==> config.mk <==
export PLATFORM = sky130hd
export DESIGN_NAME = mem_arbiter_flat
export DESIGN_NICKNAME = d
export VERILOG_FILES = /design/src/rtl/mem_arbiter_if.sv /design/src/rtl/mem_arbiter.sv /design/src/flat_wrapper.sv
export SDC_FILE = /design/constraint.sdc
export NUM_CORES = 1
export LEC_CHECK = 0
export BUFFER_PORTS_ARGS = -buffer_cell sky130_fd_sc_hd__buf_2
export CORE_MARGIN = 5
export CORE_UTILIZATION = 45
export DETAILED_ROUTE_END_ITERATION = 10
export HOLD_SLACK_MARGIN = 0.03
export MAX_ROUTING_LAYER = met4
export PLACE_DENSITY = 0.76
export SYNTH_ARGS = -nofsm -noshare
export SYNTH_HDL_FRONTEND = slang
export SYNTH_SLANG_ARGS = --single-unit
export TNS_END_PERCENT = 1
==> constraint.sdc <==
create_clock -name clk -period 6.35 [get_ports clk]
set_clock_uncertainty 0.1 [all_clocks]
set_input_delay 0.3175 -clock clk [delete_from_list [all_inputs] [get_ports clk]]
set_output_delay 0.3175 -clock clk [all_outputs]
set_load 0.01 [all_outputs]
==> src/rtl/mem_arbiter_if.sv <==
// mem_arbiter_if: requester-side and memory-side signals of the shared byte-wide memory port
//   req_addr/req_wdata     : per-requester address/write data, slice i = [i*W +: W]
//   req_read_en/write_en   : per-requester request strobes
//   req_ready/req_rdata    : completion pulse (owner only) and shared read data
//   grant                  : one-hot current owner
//   mem_*                  : the single memory port
//   timeout_err            : sticky timeout flag
// master = arbiter, slave = requesters plus memory
interface mem_arbiter_if #(
    parameter int NREQ = 3,
    parameter int AW   = 32,
    parameter int DW   = 8
);
    logic [NREQ*AW-1:0] req_addr;
    logic [NREQ*DW-1:0] req_wdata;
    logic [NREQ-1:0]    req_read_en;
    logic [NREQ-1:0]    req_write_en;
    logic [NREQ-1:0]    req_ready;
    logic [DW-1:0]      req_rdata;
    logic [NREQ-1:0]    grant;
    logic [AW-1:0]      mem_addr;
    logic [DW-1:0]      mem_data_in;
    logic               mem_read_en;
    logic               mem_write_en;
    logic               mem_ready;
    logic [DW-1:0]      mem_data_out;
    logic               timeout_err;
    modport master (
        input  req_addr, req_wdata, req_read_en, req_write_en, mem_ready, mem_data_out,
        output req_ready, req_rdata, grant, mem_addr, mem_data_in, mem_read_en, mem_write_en, timeout_err
    );
    modport slave (
        output req_addr, req_wdata, req_read_en, req_write_en, mem_ready, mem_data_out,
        input  req_ready, req_rdata, grant, mem_addr, mem_data_in, mem_read_en, mem_write_en, timeout_err
    );
endinterface

==> src/rtl/mem_arbiter.sv <==
// mem_arbiter: round-robin arbiter sharing one memory port between NREQ requesters
//   clk, rst : rising-edge clock, synchronous active-high reset
//   bus      : mem_arbiter_if.master -- requester handshakes in, memory port out,
//              one-hot grant, ready pulse, shared read data, sticky timeout_err
module mem_arbiter #(
    parameter int NREQ    = 3,
    parameter int AW      = 32,
    parameter int DW      = 8,
    parameter int TIMEOUT = 255
) (
    input  logic          clk,
    input  logic          rst,
    mem_arbiter_if.master bus
);
    localparam int IW = (NREQ > 1) ? $clog2(NREQ) : 1;
    localparam logic [1:0] IDLE      = 2'd0;
    localparam logic [1:0] WAIT_DONE = 2'd1;
    localparam logic [1:0] RELEASE   = 2'd2;

    logic [1:0]      state_q, state_d;
    logic [IW-1:0]   rr_q, rr_d;
    logic [NREQ-1:0] grant_q, grant_d;
    logic [NREQ-1:0] ready_q, ready_d;
    logic [AW-1:0]   addr_q, addr_d;
    logic [DW-1:0]   wdata_q, wdata_d;
    logic [DW-1:0]   rdata_q, rdata_d;
    logic            rd_q, rd_d;
    logic            wr_q, wr_d;
    logic            err_q, err_d;
    logic [7:0]      cnt_q, cnt_d;
    logic [NREQ-1:0] active;
    logic            found;
    logic [IW-1:0]   win;
    logic [AW-1:0]   sel_addr;
    logic [DW-1:0]   sel_wdata;
    logic            sel_wr;
    logic            timed_out;

    assign active    = bus.req_read_en | bus.req_write_en;
    // cnt_q counts completed WAIT_DONE cycles, so this fires at the end of cycle TIMEOUT
    assign timed_out = (TIMEOUT > 0) && (int'(cnt_q) + 1 >= TIMEOUT);

    // Round robin: lowest active index above rr_q, else wrap to lowest active overall.
    // Descending loops let the lowest matching index be the last assignment.
    always_comb begin
        found = 1'b0;
        win   = rr_q;
        for (int k = NREQ - 1; k >= 0; k--)
            if (active[k] && IW'(k) > rr_q) begin
                found = 1'b1;
                win   = IW'(k);
            end
        if (!found)
            for (int k = NREQ - 1; k >= 0; k--)
                if (active[k]) begin
                    found = 1'b1;
                    win   = IW'(k);
                end
        sel_addr  = '0;
        sel_wdata = '0;
        sel_wr    = 1'b0;
        for (int k = 0; k < NREQ; k++)
            if (win == IW'(k)) begin
                sel_addr  = bus.req_addr[k*AW +: AW];
                sel_wdata = bus.req_wdata[k*DW +: DW];
                sel_wr    = bus.req_write_en[k];
            end
    end

    always_comb begin
        state_d = state_q;
        rr_d    = rr_q;
        grant_d = grant_q;
        ready_d = '0;
        addr_d  = addr_q;
        wdata_d = wdata_q;
        rdata_d = rdata_q;
        rd_d    = rd_q;
        wr_d    = wr_q;
        err_d   = err_q;
        cnt_d   = cnt_q;
        case (state_q)
            IDLE:
                if (found) begin
                    state_d = WAIT_DONE;
                    rr_d    = win;
                    grant_d = NREQ'(1) << win;
                    addr_d  = sel_addr;
                    wdata_d = sel_wdata;
                    wr_d    = sel_wr;
                    rd_d    = !sel_wr;
                    cnt_d   = '0;
                end
            WAIT_DONE:
                if (bus.mem_ready) begin
                    state_d = RELEASE;
                    ready_d = grant_q;
                    rdata_d = rd_q ? bus.mem_data_out : rdata_q;
                    rd_d    = 1'b0;
                    wr_d    = 1'b0;
                end else if (timed_out) begin
                    state_d = RELEASE;
                    ready_d = grant_q;
                    rdata_d = '1;
                    err_d   = 1'b1;
                    rd_d    = 1'b0;
                    wr_d    = 1'b0;
                end else
                    cnt_d = (cnt_q == 8'hFF) ? cnt_q : cnt_q + 8'd1;
            RELEASE:
                if (!bus.mem_ready) begin
                    state_d = IDLE;
                    grant_d = '0;
                end
            default: state_d = IDLE;
        endcase
    end

    always_ff @(posedge clk)
        if (rst) begin
            state_q <= IDLE;
            rr_q    <= IW'(NREQ - 1);
            grant_q <= '0;
            ready_q <= '0;
            addr_q  <= '0;
            wdata_q <= '0;
            rdata_q <= '0;
            rd_q    <= 1'b0;
            wr_q    <= 1'b0;
            err_q   <= 1'b0;
            cnt_q   <= '0;
        end else begin
            state_q <= state_d;
            rr_q    <= rr_d;
            grant_q <= grant_d;
            ready_q <= ready_d;
            addr_q  <= addr_d;
            wdata_q <= wdata_d;
            rdata_q <= rdata_d;
            rd_q    <= rd_d;
            wr_q    <= wr_d;
            err_q   <= err_d;
            cnt_q   <= cnt_d;
        end

    assign bus.grant        = grant_q;
    assign bus.req_ready    = ready_q;
    assign bus.req_rdata    = rdata_q;
    assign bus.mem_addr     = addr_q;
    assign bus.mem_data_in  = wdata_q;
    assign bus.mem_read_en  = rd_q;
    assign bus.mem_write_en = wr_q;
    assign bus.timeout_err  = err_q;
endmodule
==> src/flat_wrapper.sv <==
// flat-port wrapper written by rule: the top's interface ports become plain ports
module mem_arbiter_flat 
#(
    parameter int NREQ    = 3,
    parameter int AW      = 32,
    parameter int DW      = 8,
    parameter int TIMEOUT = 255
)
  (clk, rst, bus_req_addr, bus_req_wdata, bus_req_read_en, bus_req_write_en, bus_mem_ready, bus_mem_data_out, bus_req_ready, bus_req_rdata, bus_grant, bus_mem_addr, bus_mem_data_in, bus_mem_read_en, bus_mem_write_en, bus_timeout_err);
  mem_arbiter_if #(.NREQ(NREQ), .AW(AW), .DW(DW)) bus_i ();
  input  logic clk;
  input  logic rst;
  input wire logic [$bits(bus_i.req_addr)-1:0] bus_req_addr;
  input wire logic [$bits(bus_i.req_wdata)-1:0] bus_req_wdata;
  input wire logic [$bits(bus_i.req_read_en)-1:0] bus_req_read_en;
  input wire logic [$bits(bus_i.req_write_en)-1:0] bus_req_write_en;
  input wire logic [$bits(bus_i.mem_ready)-1:0] bus_mem_ready;
  input wire logic [$bits(bus_i.mem_data_out)-1:0] bus_mem_data_out;
  output wire logic [$bits(bus_i.req_ready)-1:0] bus_req_ready;
  output wire logic [$bits(bus_i.req_rdata)-1:0] bus_req_rdata;
  output wire logic [$bits(bus_i.grant)-1:0] bus_grant;
  output wire logic [$bits(bus_i.mem_addr)-1:0] bus_mem_addr;
  output wire logic [$bits(bus_i.mem_data_in)-1:0] bus_mem_data_in;
  output wire logic [$bits(bus_i.mem_read_en)-1:0] bus_mem_read_en;
  output wire logic [$bits(bus_i.mem_write_en)-1:0] bus_mem_write_en;
  output wire logic [$bits(bus_i.timeout_err)-1:0] bus_timeout_err;
  assign bus_i.req_addr = bus_req_addr;
  assign bus_i.req_wdata = bus_req_wdata;
  assign bus_i.req_read_en = bus_req_read_en;
  assign bus_i.req_write_en = bus_req_write_en;
  assign bus_i.mem_ready = bus_mem_ready;
  assign bus_i.mem_data_out = bus_mem_data_out;
  assign bus_req_ready = bus_i.req_ready;
  assign bus_req_rdata = bus_i.req_rdata;
  assign bus_grant = bus_i.grant;
  assign bus_mem_addr = bus_i.mem_addr;
  assign bus_mem_data_in = bus_i.mem_data_in;
  assign bus_mem_read_en = bus_i.mem_read_en;
  assign bus_mem_write_en = bus_i.mem_write_en;
  assign bus_timeout_err = bus_i.timeout_err;
  mem_arbiter #(.NREQ(NREQ), .AW(AW), .DW(DW), .TIMEOUT(TIMEOUT)) u_core (.clk(clk), .rst(rst), .bus(bus_i));
endmodule
* After elaboration in Yosys (flattened, before gate mapping)
Index checks and enable logic that the tools add are counted.
Widths: inputs -> output; s select.
** Word-level totals
- Register bits after elaboration :: 69
** Operators by class
- $add $sub $neg :: 2
- Magnitude comparators :: 4
- Equality and inequality tests :: 12
- Shift-type cells :: 1
- Muxes and demuxes :: 47
- Bitwise gates (word level) :: 3
- Reductions and logical operators :: 17
** Operators with widths (count)
- $mux 32 :: 3
- $mux 8 :: 10
- $ge 32x9->1 const B :: 1
- $mux 2 :: 11
- $pmux 8 s2 :: 1
- $reduce_and 3->1 :: 5
- $mux 1 :: 14
- $mux 3 :: 4
- $add 8x1->9 const B :: 1
- $add 8x1->8 const B :: 1
- $eq 8x8->1 const B :: 1
- $ne 2x2->1 const B :: 4
- $pmux 2 s3 :: 1
- $pmux 3 s2 :: 1
- $reduce_bool 2->1 :: 3
- $reduce_and 5->1 :: 1
- $eq 2x1->1 const B :: 2
- $eq 2x2->1 const B :: 2
- $gt 1x2->1 const A :: 2
- $logic_not 2->1 :: 2
- $ne 2x1->1 const B :: 2
- $pmux 1 s2 :: 2
- $logic_and 1x1->1 :: 3
- $ne 3x2->1 const B :: 1
- 7 further kinds :: 8

* Longest topological paths before layout
Gate-level depths: netlist (run 1).
- Depth after elaboration :: 16
- Gate-level depth with buffers :: 8

* Worst setup path after synthesis (run 1)
OpenSTA, ideal clock, no wires.
- Path kind :: register -> register
- Start :: register u_core.cnt_q[1]
- End :: register u_core.cnt_q[4]
- Library setup time :: 0.074 ns
- Arrival :: 1.947 ns
- Required time :: 6.176 ns
- Path slack :: 4.229 ns
- Cell stages (with the launch flop) :: 8
- Path buffers :: 0
- Clock period less this slack :: 2.121 ns
- Path through :: dfxtp_1 ha_1 nand3_1 o21a_1 o2111ai_1 o211ai_2 or4_1 o21ai_0
** On the way
- Longest elaborated chain between the ends :: 5
- Elaborated cells between the ends (all ways) :: 11
- Those cells by class :: add/sub: 2; order compare: 1; eq/ne: 3; mux: 4; reduce/logical: 1
** RTL lines
- from (decl) :: line mem_arbiter.sv:30 : logic [7:0] cnt_q, cnt_d;
- from (signal assigned) :: line mem_arbiter.sv:143 : cnt_q <= cnt_d;
- parallel branches: the longest is 5 deep, another holds $ge 32x9->1
Parallel ways; which one is timed is not known. The select of a mux whose other input is x is not followed.
A chain may end at the register's enable or synchronous reset.

* Worst setup path after layout (run 1)
- Start :: input port bus_req_write_en[2]
- End :: register u_core.addr_q[29] (netlist: u_core.bus.mem_addr[29])
** On the way
- Longest elaborated chain between the ends :: 13
- Elaborated cells between the ends (all ways) :: 23
- Those cells by class :: eq/ne: 2; mux: 17; bitwise: 1; reduce/logical: 3
** RTL lines
- from (decl) :: line flat_wrapper.sv:16 : input wire logic [$bits(bus_i.req_write_en)-1:0] bus_req_write_en;
- $or 3x3->3 * :: line mem_arbiter.sv:39 : assign active = bus.req_read_en | bus.req_write_en;
- $logic_and 1x1->1 :: line mem_arbiter.sv:49 : if (active[k] && IW'(k) > rr_q) begin
- $mux 2 (3 in series) :: line mem_arbiter.sv:49
- $mux 2 (3 in series) :: line mem_arbiter.sv:55 : if (active[k]) begin
- $mux 2 :: line mem_arbiter.sv:53 : if (!found)
- $logic_not 2->1 :: line mem_arbiter.sv:63 : if (win == IW'(k)) begin
- $mux 32 (3 in series) :: line mem_arbiter.sv:63
- to (signal assigned) :: line mem_arbiter.sv:137 : addr_q <= addr_d;
- to (decl) :: line mem_arbiter.sv:24 : logic [AW-1:0] addr_q, addr_d;
Mark *: on every way between the ends. The rest lies on a longest branch, timed or not.

==> results of run 1 <==
## power breakdown
| group | internal (uW) | total, uW | switching [uW] |
|---|---|---|---|
| logic | 190 | 472 | 281 |
| registers | 495 | 540 | 45.2 |
| clock network | 181 | 365 | 184 |
## cell usage after synthesis (2+ instances only)
| cell type | number |
|---|---|
| a211oi_1 | 85 |
| nand3_1 | 8 |
| or3_1 | 40 |
| nor4_1 | 40 |
| buf_2 | 7 |
| inv_1 | 13 |
| ha_1 | 2 |
| a22o_1 | 4 |
| a211o_1 | 2 |
| nand2_1 | 8 |
| a2bb2oi_1 | 2 |
| o21ai_1 | 3 |
| a21oi_1 | 46 |
| buf_1 | 4 |
| a22oi_1 | 3 |
| and3_1 | 5 |
| o21ai_0 | 44 |
| clkbuf_1 | 49 |
| o21a_1 | 2 |
| dfxtp_1 | 69 |
| nand4_1 | 2 |
| nor3_1 | 3 |
| o31ai_1 | 2 |
| mux2i_1 | 4 |
| nand2b_1 | 7 |
| o2bb2ai_1 | 2 |
| o32ai_1 | 2 |
| a31oi_1 | 2 |
| nor2_1 | 105 |
## area by class of cell
| cell class | count | share of cell area (%) |
|---|---|---|
| multi-input combinational | 441 | 48.3 |
| sequential | 69 | 25.8 |
| timing repair buffer | 199 | 18.8 |
| tap | 111 | 2.59 |
| clock buffer | 10 | 2.38 |
| clock inverter | 6 | 1.19 |
| inverter | 13 | 0.909 |
## through the flow
step | instance area (sq um) | utilization [%] | power (uW) | cells
2_1_floorplan | 4240 | - | 851 | 585
3_3_place_gp | 5170 | 56.3 | 1010 | 833
6_report | 5370 | 58.4 | 1380 | 849
5_1_grt | 5370 | 58.4 | 1460 | 849
4_1_cts | 5370 | 58.4 | 1380 | 849
3_5_place_dp | 5170 | 56.3 | 1020 | 833
## per-layer routing
layer  vias up  part of all wire, %  track usage [%]  routed length (microns)
li1       2471                    -                -                        -
met4         0                  1.4             6.30                      205
met2       216                   47             39.7                     6640
met3        20                  8.0             5.48                     1140
met5         -                    0                -                        0
met1      2350                   44             32.2                     6200
## worst paths after layout
check | depth (start not counted) | start | end | slack (ns)
max | 8 | bus_req_write_en[2] | u_core.bus.mem_addr[29]$_SDFFE_PP0P_ | 3.22
min | 3 | bus_req_addr[68] | u_core.bus.mem_addr[4]$_SDFFE_PP0P_ | 0.13
max reg2reg | 6 | u_core.rr_q[1]$_SDFFE_PP1P_ | u_core.bus.mem_addr[29]$_SDFFE_PP0P_ | 3.44
min reg2reg | 2 | u_core.bus.req_rdata[5]$_SDFFE_PP0P_ | u_core.bus.req_rdata[5]$_SDFFE_PP0P_ | 0.36
## worst max-delay path, delay by kind of cell
family | cells | cell delay [ns]
buffers and inverters | 2 | 0.67
and+or+nand+nor | 6 | 2.24
## logic make-up (layout without fill, tap and decap cells)
logic type	Yosys count	after routing	synth area share, %
flip-flops	69	69	32.6
adder cells (fa/ha/maj)	2	2	0.590
AND/OR/NAND/NOR	227	227	26.9
multiplexers	4	4	0.944
AO/OA/AOI/OAI	208	208	32.0
buffers and inverters	75	228	6.96
## flip-flops by register name, indices dropped and copies added (netlist names)
signal / flops
u_core.bus.mem_data_in: 8
u_core.cnt_q: 8
u_core.bus.mem_write_en: 1
u_core.rr_q: 2
u_core.bus.req_rdata: 8
u_core.bus.grant: 3
u_core.bus.mem_addr: 32
u_core.state_q: 2
u_core.bus.req_ready: 3
u_core.bus.mem_read_en: 1
u_core.bus.timeout_err: 1
==> impl_metrics.yaml, run 1 <==
outcome:
  status: "completed"
floorplan:
  die_h_microns: 107
  die_area_sq_mm: 0.0115
  die_w_microns: 107
  core_sq_mm: 0.00920
  io_pins: 194
  rows: 35
  initial_core_util_pct: 46.1
cells_and_area:
  areaGrowthSynthToFinish_pct: 26.6
  diodes: 0
  filler_cell_count: 878
  nets: 872
  final_cell_mix: "buf_2, nor2_1, a211oi_1, dfxtp_1, a21oi_1"
  drive_gt1_share_pct: 30.5
  multi_input_area_sq_mm: 0.00259
  final_common_cell: "buf_2"
  seqCellArea_sq_mm: 0.00138
timing:
  whs_ns: 0.133
  fin_crit_sh_pct: 49.2
  slew_headroom_pct: 27.9
  slew_violations: 0
  finalSetupViolations: 0
  finalHoldViolCount: 0
  fin_ws_ns: 3.22
  rsz0062_at_grt: "false"
  fin_crit_ns: 3.13
  fin_setup_tns_ns: 0
  tightest_slew_ns: 1.08
  maxClockFrequency_ghz: 0.320
placement:
  place_ws_ns: 2.89
  dp_hpwl_mm: 9.77
  portBuffers: 193
  routabilityCongestion: 0.914
yosys:
  synth_area_leader_cell: "dfxtp_1"
  synth.top_cell.area_share_pct: 32.6
  syn_area_per_cell_sq_um: 7.25
  synth_seq_cells: 69
  synth-edff-count: 0
  ys_seq_area_share_pct: 32.6
  ys_top_cells_by_area: "dfxtp_1, a211oi_1, nor2_1"
  syn_nets: 724
  synthesis.area_sq_mm: 0.00424
  yosysWarnings: 0
  ys_async_sr_fraction_pct: 0
  ys.flop_type: "dfxtp_1"
  synth.distinct_cells: 49
  syn-instance-count: 585
worst_setup_path:
  crit_top_cell: "nor2_1"
  cp_max_fo: 48
  end_kind: "register"
  critPathSlowestCell: "nand2_2"
  start_kind: "input port"
  critPathRequiredTime_ns: 6.50
  cp_slowest_stage_delay_ns: 0.73
  critPathKind: "input port to register"
  crit_chain: "buf_2 -> nor2_1 -> nand3_1 -> nand2_2 -> or3_1 -> buf_4 -> nor2_1 -> nor4_1"
  critPathArrivalTime_ns: 3.27
routing:
  routed_wl_mm: 14.2
  drc: 0
  dr.first_iter.drc_count: 297
  avgRoutedWirePerCell_microns: 16.7
  via_count: 5057
  drt_first_pass_iters: 4
  ant_nets: 0
  vias_per_cell: 5.96
hold_path:
  hp-class: "input port to register"
global_routing:
  grt_pass1_wl_mm: 23.0
  overflow: 0
  grt_use_total_pct: 24.9
  grt_pass1_vias: 4780
  grt_max_degree: 71
  antenna_found_initial: 0
clocking:
  cts.htree.levels: 3
  hold_buffers: 0
  clk-insertion-delay-late_ns: 0.36
  cts_tree: "built"
  numCtsBuffers: 9
  clock_path_buffers: 2
  cts_resized: 0
  cts_root_buffer: "clkbuf_8"
  clock-sinks: 69
  cts.clk_slew.worst_paths_ns: 0.09
  post_cts_buffers: 0
pwr:
  power_leakage_uw: 0.00231
  p_per_area_mw_per_mm2: 257
  vdd_drop_max_v: 0.000140
job:
  drv_cap: 0
(Power assumes the default switching activity.)
==> inputs of run 2 (changes only) <==
--- a/config.mk
+++ b/config.mk
@@ -7,7 +7,7 @@
 export LEC_CHECK = 0
 export BUFFER_PORTS_ARGS = -buffer_cell sky130_fd_sc_hd__buf_2
 export CORE_MARGIN = 5
-export CORE_UTILIZATION = 45
+export CORE_UTILIZATION = 43
 export DETAILED_ROUTE_END_ITERATION = 10
 export HOLD_SLACK_MARGIN = 0.03
 export MAX_ROUTING_LAYER = met4
==> constraint.sdc (replaced) <==
create_clock -name clk -period 2.75 [get_ports clk]
set_clock_uncertainty 0.1 [all_clocks]
set_input_delay 0.1375 -clock clk [delete_from_list [all_inputs] [get_ports clk]]
set_output_delay 0.1375 -clock clk [all_outputs]
set_load 0.01 [all_outputs]
==> run 2 against run 1 <==
Final area rose by 12%. Register-to-register slack got worse by 3.2 ns. Worst setup slack got worse by 3.0 ns. Via count rose by 5.5%. Critical path depth fell by 1. Non-clock buffer count rose by 61. First-iteration DRC count rose by 12%. Count of clock-buffer cells in the layout fell by 1. Global-route usage rose by 1.9 points. Wire length rose by 11%. Clock power rose by 140%. Highest routed layer unchanged.
==> impl_metrics.yaml, run 2 (same netlist as run 1, synthesis figures left out) <==
routing:
  routed_wl_mm: 15.7
  via_count: 5335
  avgRoutedWirePerCell_microns: 16.8
  drt_first_pass_iters: 5
  vias_per_cell: 5.71
  dr.first_iter.drc_count: 334
  ant_nets: 0
  drc: 0
worst_setup_path:
  critPathKind: "register to register"
  r2r_start: "u_core.cnt_q[1]$_SDFFE_PP0P_"
  ff2ff_path_depth: 7
  critPathArrivalTime_ns: 2.71
  crit_end: "u_core.bus.req_rdata[1]$_SDFFE_PP0P_"
  startpoint: "u_core.cnt_q[1]$_SDFFE_PP0P_"
  worstReg2RegEnd: "u_core.bus.req_rdata[1]$_SDFFE_PP0P_"
  cp_max_fo: 8
  r2r_slack_ns: 0.20
  critPathRequiredTime_ns: 2.91
  start_kind: "register"
  end_kind: "register"
placement:
  portBuffers: 193
  dp_hpwl_mm: 10.7
  routabilityCongestion: 0.844
  placed_cell_area_sq_mm: 0.00529
floorplan:
  die_w_microns: 109
  rows: 36
  die_area_sq_mm: 0.0119
  core_sq_mm: 0.00968
  initial_core_util_pct: 43.8
  die_h_microns: 109
  io_pins: 194
cells_and_area:
  areaGrowthSynthToFinish_pct: 41.5
  largest_register_ff_count: 32
  design_area_sq_mm: 0.00600
  drive_gt1_share_pct: 29.8
  final_cell_mix: "buf_2, nor2_1, a211oi_1, dfxtp_1, dlygate4sd3_1"
  nets: 933
  seqCellArea_sq_mm: 0.00138
  filler_cell_count: 865
  final_common_cell: "buf_2"
  multi_input_area_sq_mm: 0.00260
pwr:
  clkPwrFrac_pct: 26.4
  sequentialPowerShare_pct: 37.2
  p_switching_uw: 1240
  p_int_uw: 2070
  power_frac_comb_pct: 36.3
  vdd_drop_max_v: 0.000264
  power_leakage_uw: 0.00259
  power_switching_share_pct: 37.3
  p_per_area_mw_per_mm2: 552
global_routing:
  grt_use_met2_pct: 44.2
  grt_pass1_vias: 5290
  grt_most_used_layer: "met2"
  antenna_found_initial: 3
  grt_use_total_pct: 26.8
  overflow: 0
  grt_max_degree: 54
  gr-usage-met3_pct: 5.99
  grt_pass1_wl_mm: 25.0
  gr-usage-met1_pct: 31.8
clocking:
  clk-insertion-delay-late_ns: 0.36
  numCtsBuffers: 9
  post_cts_buffers: 0
  cts_tree: "built"
  cts.htree.levels: 3
  cts.clk_slew.worst_paths_ns: 0.09
  cts_root_buffer: "clkbuf_8"
  clock_path_buffers: 2
  clock-sinks: 69
timing:
  finalHoldViolCount: 0
  slew_headroom_pct: 56.3
  maxClockFrequency_ghz: 0.392
  fin_crit_sh_pct: 92.7
  fin_crit_ns: 2.55
  fin_setup_tns_ns: 0
  finalSetupViolations: 0
  whs_ns: 0.0572
  rsz0062_at_grt: "false"
  tightest_slew_ns: 0.653
  slew_violations: 0
hold_path:
  hp-class: "input port to register"
outcome:
  status: "completed"
job:
  drv_cap: 0
## run 2: worst min path at each step
| stage | start | end | slack, ns | cells after the start |
|---|---|---|---|---|
| after global placement | bus_req_addr[65] | u_core.bus.mem_addr[1]$_SDFFE_PP0P_ | 0.32 | 3 |
| after global routing | bus_req_addr[57] | u_core.bus.mem_addr[25]$_SDFFE_PP0P_ | 0.08 | 3 |
| after detailed placement | bus_req_addr[70] | u_core.bus.mem_addr[6]$_SDFFE_PP0P_ | 0.33 | 3 |
| after CTS | bus_req_addr[42] | u_core.bus.mem_addr[10]$_SDFFE_PP0P_ | 0.05 | 3 |
| final | bus_req_addr[42] | u_core.bus.mem_addr[10]$_SDFFE_PP0P_ | 0.06 | 3 |
| after floorplan | bus_mem_ready | u_core.state_q[1]$_SDFFE_PP0P_ | 0.20 | 2 |
## run 2: repair_timing
| item | 4_1_cts | 5_1_grt |
|---|---|---|
| gates resized for setup | 0 | 1 |
| endpoints found under the setup margin | 0 | 4 |
| hold endpoints to repair | 49 | 0 |
| hold buffers | 49 | 0 |
## run 2: final cells by class
class | count | area share [%]
multi-input cells | 441 | 43.4
repair buffers | 260 | 26.5
flip-flops and latches | 69 | 23.0
well taps | 133 | 2.77
clock buffers | 9 | 2.07
clock inverters | 7 | 1.25
inverters | 13 | 0.814
diodes | 3 | 0.125
## run 2: worst max-delay path, stage by stage, from the launching register on
cell and delay, ns:
dfxtp_1 0.48, ha_1 0.30, nand3_1 0.17, nor3_1 0.26, o2111ai_1 0.25, o21ai_1 0.30
nand3_1 0.28, a211oi_1 0.31
## run 2: layer usage
metal	up-vias	wire, microns
met5	-	0
met1	2479	6480
met2	219	7630
met3	33	1240
met4	0	357
li1	2604	-
## run 2: through the flow
| stage | power [uW] | util [%] | setup WS [ns] | cells |
|---|---|---|---|---|
| 2_1_floorplan | 1960 | - | 0.629 | 585 |
| 4_1_cts | 3310 | 61.8 | 0.202 | 932 |
| 3_5_place_dp | 2390 | 54.7 | 0.234 | 867 |
| 5_1_grt | 3510 | 61.9 | 0.0315 | 935 |
| 3_3_place_gp | 2350 | 54.7 | 0.340 | 867 |
| 6_report | 3310 | 61.9 | 0.201 | 935 |
## run 2: power groups by stage
stage,combinational (uW),clock (uW),sequential (uW)
2_1_floorplan,662,0,1300
3_3_place_gp,1110,0,1250
3_5_place_dp,1140,0,1250
4_1_cts,1200,882,1230
5_1_grt,1330,926,1250
6_report,1200,875,1230
